### src/rtl/sm3_compress.sv
// SM3 compression function: one 64-round block per start, fed from an external schedule RAM.
// Define SM3_CHAIN_EN to keep the chaining value V between blocks for multi-block messages.
module sm3_compress (
    input  logic         i_clk,
    input  logic         i_rst,
    input  logic         i_start,
    input  logic         i_first_block,
    input  logic         i_extend_valid,
    output logic [7:0]   o_rd_addr0,
    output logic [7:0]   o_rd_addr1,
    input  logic [31:0]  i_rd_data0,
    input  logic [31:0]  i_rd_data1,
    output logic         o_busy,
    output logic [255:0] o_hash,
    output logic         o_hash_valid
);

    localparam logic [255:0] InitVector = {
        32'h7380166F, 32'h4914B2B9, 32'h172442D7, 32'hDA8A0600,
        32'hA96F30BC, 32'h163138AA, 32'hE38DEE4D, 32'hB0FB0E4E
    };
    localparam logic [31:0] TjLow  = 32'h79CC4519;
    localparam logic [31:0] TjHigh = 32'h7A879D8A;
    localparam logic [7:0]  WpBase = 8'd68;

    typedef enum logic [1:0] {StIdle, StLoad, StRound, StFinal} state_e;

    function automatic logic [31:0] rotl(input logic [31:0] x, input logic [4:0] n);
        logic [63:0] t;
        t = {x, x} << n;
        return t[63:32];
    endfunction

    function automatic logic [31:0] p0(input logic [31:0] x);
        return x ^ rotl(x, 5'd9) ^ rotl(x, 5'd17);
    endfunction

    state_e state_q, state_d;
    logic [5:0]   j_q, j_d;
    logic [7:0]   addr0_q, addr0_d, addr1_q, addr1_d;
    logic [255:0] hash_q, hash_d;
    logic         valid_q, valid_d;
    logic [31:0]  a_q, b_q, c_q, d_q, e_q, f_q, g_q, h_q;
    logic [31:0]  a_d, b_d, c_d, d_d, e_d, f_d, g_d, h_d;

    // Chaining value feeding LOAD and the final feed-forward XOR.
    logic [255:0] load_base;
    logic [255:0] v_cur;

`ifdef SM3_CHAIN_EN
    logic [255:0] v_q, v_d;
    logic         first_q, first_d;

    assign load_base = first_q ? InitVector : v_q;
    assign v_cur     = v_q;
`else
    logic unused_first_block;

    assign unused_first_block = i_first_block;
    assign load_base          = InitVector;
    assign v_cur              = InitVector;
`endif

    // Round datapath
    logic [31:0] tj, a_rot12, ss1, ss2, ff, gg, tt1, tt2;

    always_comb begin
        tj      = (j_q < 6'd16) ? TjLow : TjHigh;
        a_rot12 = rotl(a_q, 5'd12);
        ss1     = rotl(a_rot12 + e_q + rotl(tj, j_q[4:0]), 5'd7);
        ss2     = ss1 ^ a_rot12;
        if (j_q < 6'd16) begin
            ff = a_q ^ b_q ^ c_q;
            gg = e_q ^ f_q ^ g_q;
        end else begin
            ff = (a_q & b_q) | (a_q & c_q) | (b_q & c_q);
            gg = (e_q & f_q) | (~e_q & g_q);
        end
        tt1 = ff + d_q + ss2 + i_rd_data1;
        tt2 = gg + h_q + ss1 + i_rd_data0;
    end

    always_comb begin
        state_d = state_q;
        j_d     = j_q;
        addr0_d = addr0_q;
        addr1_d = addr1_q;
        hash_d  = hash_q;
        valid_d = 1'b0;
        a_d = a_q; b_d = b_q; c_d = c_q; d_d = d_q;
        e_d = e_q; f_d = f_q; g_d = g_q; h_d = h_q;
`ifdef SM3_CHAIN_EN
        v_d     = v_q;
        first_d = first_q;
`endif
        case (state_q)
            StIdle: begin
                if (i_start && i_extend_valid) begin
                    state_d = StLoad;
`ifdef SM3_CHAIN_EN
                    first_d = i_first_block;
`endif
                end
            end
            StLoad: begin
                {a_d, b_d, c_d, d_d, e_d, f_d, g_d, h_d} = load_base;
`ifdef SM3_CHAIN_EN
                v_d = load_base;
`endif
                j_d     = 6'd0;
                addr0_d = 8'd0;
                addr1_d = WpBase;
                state_d = StRound;
            end
            StRound: begin
                a_d = tt1;
                b_d = a_q;
                c_d = rotl(b_q, 5'd9);
                d_d = c_q;
                e_d = p0(tt2);
                f_d = e_q;
                g_d = rotl(f_q, 5'd19);
                h_d = g_q;
                // Addresses stop at 63/131 on the last round so they never leave the RAM.
                if (j_q == 6'd63) begin
                    state_d = StFinal;
                end else begin
                    j_d     = j_q + 6'd1;
                    addr0_d = addr0_q + 8'd1;
                    addr1_d = addr1_q + 8'd1;
                end
            end
            StFinal: begin
                hash_d  = v_cur ^ {a_q, b_q, c_q, d_q, e_q, f_q, g_q, h_q};
                valid_d = 1'b1;
`ifdef SM3_CHAIN_EN
                v_d     = hash_d;
`endif
                state_d = StIdle;
            end
            default: state_d = StIdle;
        endcase
    end

    always_ff @(posedge i_clk) begin
        if (i_rst) begin
            state_q <= StIdle;
            j_q     <= 6'd0;
            addr0_q <= 8'd0;
            addr1_q <= 8'd0;
            hash_q  <= '0;
            valid_q <= 1'b0;
            a_q <= '0; b_q <= '0; c_q <= '0; d_q <= '0;
            e_q <= '0; f_q <= '0; g_q <= '0; h_q <= '0;
`ifdef SM3_CHAIN_EN
            v_q     <= InitVector;
            first_q <= 1'b1;
`endif
        end else begin
            state_q <= state_d;
            j_q     <= j_d;
            addr0_q <= addr0_d;
            addr1_q <= addr1_d;
            hash_q  <= hash_d;
            valid_q <= valid_d;
            a_q <= a_d; b_q <= b_d; c_q <= c_d; d_q <= d_d;
            e_q <= e_d; f_q <= f_d; g_q <= g_d; h_q <= h_d;
`ifdef SM3_CHAIN_EN
            v_q     <= v_d;
            first_q <= first_d;
`endif
        end
    end

    assign o_rd_addr0   = addr0_q;
    assign o_rd_addr1   = addr1_q;
    assign o_busy       = (state_q != StIdle);
    assign o_hash       = hash_q;
    assign o_hash_valid = valid_q;

endmodule

### config.mk
export PLATFORM = sky130hd
export DESIGN_NAME = sm3_compress
export DESIGN_NICKNAME = d
export VERILOG_FILES = /design/src/rtl/sm3_compress.sv
export SDC_FILE = /design/constraint.sdc
export NUM_CORES = 2
export LEC_CHECK = 0
export CELL_PAD_IN_SITES_DETAIL_PLACEMENT = 0
export CELL_PAD_IN_SITES_GLOBAL_PLACEMENT = 1
export CORE_ASPECT_RATIO = 1.5
export CORE_MARGIN = 2
export CORE_UTILIZATION = 45
export CTS_BUF_LIST = sky130_fd_sc_hd__clkbuf_8
export DETAILED_ROUTE_END_ITERATION = 10
export GPL_ROUTABILITY_DRIVEN = 0
export PLACE_DENSITY = 0.91
export SLEW_MARGIN = 20
export SYNTH_ARGS = -nofsm -noshare
export SYNTH_HDL_FRONTEND = slang
export SYNTH_SLANG_ARGS = --single-unit
### constraint.sdc
create_clock -name i_clk -period 11.2 [get_ports i_clk]
set_input_delay 1.68 -clock i_clk [delete_from_list [all_inputs] [get_ports i_clk]]
set_output_delay 1.68 -clock i_clk [all_outputs]
set_load 0.1 [all_outputs]
==> impl_metrics.tcl <==
set metrics [dict create \
    crit_path_frequent_cell "fa_1" \
    setup_repair_after_global_routing_missed_its_margin "no" \
    layout_cells_sized_above_1_pct 4.91 \
    timing_worst_setup_path_type "reg -> reg" \
    arrival_time_at_the_worst_endpoint_ns 10.22 \
    outcome "finished clean" \
    dominantRegCellSynth "dfxtp_1" \
    mostFrequentLayoutCells "dfxtp_1 (534), nor2_1 (487), inv_1 (395)" \
    buffer_ports.inserted 341 \
    wl_per_cell_microns 23.0 \
    ys_ff_latch 537 \
    die_h_microns 335 \
    place.detailed.instances 4843 \
    drc 0 \
    syn_inst 3796 \
    yosys.area_share.simple_pct 14.7 \
    clkSinkCount 537 \
    pin_count_of_the_biggest_net_entering_global_routing 204 \
    finalHoldWorstSlack_ns 0.477 \
    cts_tree "built" \
    fmaxAchievable_ghz 0.104 \
    timing.critical_path.slowest_stage_cell "mux2i_1" \
    die_area_sq_um 75100 \
    die_w_microns 224 \
    final_period_minus_worst_setup_slack_ns 9.62 \
    grt_overflow 0 \
    half_perimeter_wire_length_after_detailed_placement_microns 87400 \
    fillers 6625 \
    io-pin-count 343 \
    row_count 121 \
    finalCritPeriodShare_pct 85.9 \
    synthesis.area_per_instance_sq_um 8.65 \
    final_max_slew_viol_count 0 \
    number_of_enable_flip_flop_cells_after_synthesis 0 \
    post_synthesis_net_count 4158 \
    max_stage_delay_ns 0.68 \
    cts-root-to-sink-buffers 3 \
    fin_worst_skew_ns 0.0598 \
    timing.slew.headroom_pct 25.7 \
    via_count 28200 \
    synth_seq_area_share_pct 32.8 \
    yosys-mux-area-fraction_pct 8.82 \
    fin_setup_tns_ns 0 \
    critical_path_peak_fanout 35 \
    routed_wirelength_microns 115000 \
    cts.clk_slew.worst_paths_ns 0.07 \
    drv.max_cap_violation_count 0 \
    initial_utilization_pct 45.3 \
    number_of_drc_markers_in_iteration_0 2424 \
    synthToLayoutAreaGrowth_pct 17.6 \
    post_cts_hold_buffer_count 0 \
    synth_cell_types 80 \
    synth-xor-area-share_pct 5.59 \
    post-cts-setup-buffers 0 \
    tightestPinTransition_ns 1.11 \
    insertion_delay_ns 0.75 \
    synthAdderAreaFrac_pct 15.6 \
    setup.worst_path.end_class "register" \
    htree_num_levels 3 \
    grt_pass1_vias 26400 \
    post_cts_resize_count 0 \
    hp-class "reg -> reg" \
    report.final.hold_viol_count 0 \
    synth_compound_gate_area_share_pct 15.4 \
    synth_top_family_by_area "adder cells" \
    design.final.nets 4369 \
    postRouteAntennaNets 0 \
    report.final.setup_viol 0 \
    grt_pass1_wl_microns 169000 \
    antenna_found_initial 2 \
    crit_required_ns 11.80 \
    routed_via_density 5.65 \
    async_flop_share_pct 0 \
    drt_first_pass_iters 5 \
    commonest_non_fill_non_tap_cell_in_the_layout "dfxtp_1" \
    coreArea_sq_um 72400 \
    grtUsageTotal_pct 30.2 \
    synthesis.yosys.warnings 0 \
    crit_start_category "register" \
    synth.cell_area_sq_um 32800 \
    fin_cells 4996 \
    cts-buffers-inserted 84 \
    ctsRootBufferMaster "clkbuf_8" \
]
==> worst max-delay path: cells and delay by family, from the launching register on <==
family | cells | cell delay (ns)
AO/OA/AOI/OAI | 14 | 3.09
XOR/XNOR | 3 | 0.97
adder cells (fa/ha/maj) | 7 | 2.73
buffers and inverters | 4 | 0.77
flip-flops | 1 | 0.31
multiplexers | 2 | 0.83
AND/OR/NAND/NOR | 4 | 0.79
==> metrics by stage <==
step                area (sq um)  util [%]  setup slack, ns
detailed placement         36800      50.8             1.81
floorplan                  32800         -             2.19
global route               38600      53.3             1.01
CTS                        38600      53.3             1.78
finish                     38600      53.3             1.58
global placement           36800      50.8             1.96
==> cell usage after synthesis, types with 8 or more instances <==
library cell	instances	area, sq um
clkbuf_1	189	709
nand4_1	11	68.8
o211ai_1	17	128
o31ai_1	18	135
xor2_1	58	508
nand3_1	164	821
nand2b_1	126	788
nor2b_1	13	81.3
nor2_1	488	1830
a21oi_1	298	1490
ha_1	105	1310
a2bb2oi_1	8	70.1
mux2_2	10	113
a211oi_1	64	480
nand2_1	161	604
and3_1	11	68.8
mux2i_1	278	2780
xnor2_1	123	1080
a311oi_1	91	797
buf_1	52	195
dfxtp_1	537	10800
fa_1	188	3760
and2_1	8	50.1
o21ai_0	137	686
o21bai_1	10	75.1
a31oi_1	12	75.1
a21o_1	44	330
nor3_1	56	280
o21a_1	13	97.6
o21ai_1	10	50.1
inv_1	375	1410
==> final cells by class <==
type                       instances  area, sq um  area share, %
inverter                         375         1410           3.65
sequential                       537        10800           27.9
clock buffer                     105         1450           3.75
timing repair buffer             370         3670           9.52
antenna                            3         7.51         0.0195
multi-input combinational       2639        19800           51.3
tap                              922         1150           2.99
clock inverter                    45          357          0.924
==> kinds of logic after synthesis <==
group           Yosys count
buf+inv                 620
compound gates          792
simple gates           1070
xor+xnor                193
fa+ha+maj               296
mux                     288
flops                   537
==> sequential cells by signal, indices dropped and copies added (netlist names) <==
signal and cells:
c_q 32, o_rd_addr0 8, g_q 32, o_hash_valid 1, d_q 32, j_q 6, f_q 32, o_hash 256
o_rd_addr1 8, state_q 2, a_q 32, e_q 32, h_q 32, b_q 32
==> metal layers <==
metal	part of all wire [%]	wire (microns)	track usage [%]	vias up
met5	0	0	0	-
met4	9.2	10600	24.2	0
met3	7.0	8040	5.12	364
met2	47	53700	49.6	1196
met1	37	42700	34.7	13400
li1	-	-	-	13300
==> path summary, 6_finish.rpt <==
path / from / to / slack (ns) / depth (start not counted)
setup / recovery: j_q[0] / a_q[22] / 1.58 / 34
hold / removal: o_hash[195] / o_hash[195] / 0.48 / 2
setup reg to reg: j_q[0] / a_q[22] / 1.58 / 34
hold reg to reg: o_hash[195] / o_hash[195] / 0.48 / 2
Power is left out: the tool's default activity adds up to more than one toggle a clock period on the data nets, which glitch-free logic cannot reach.
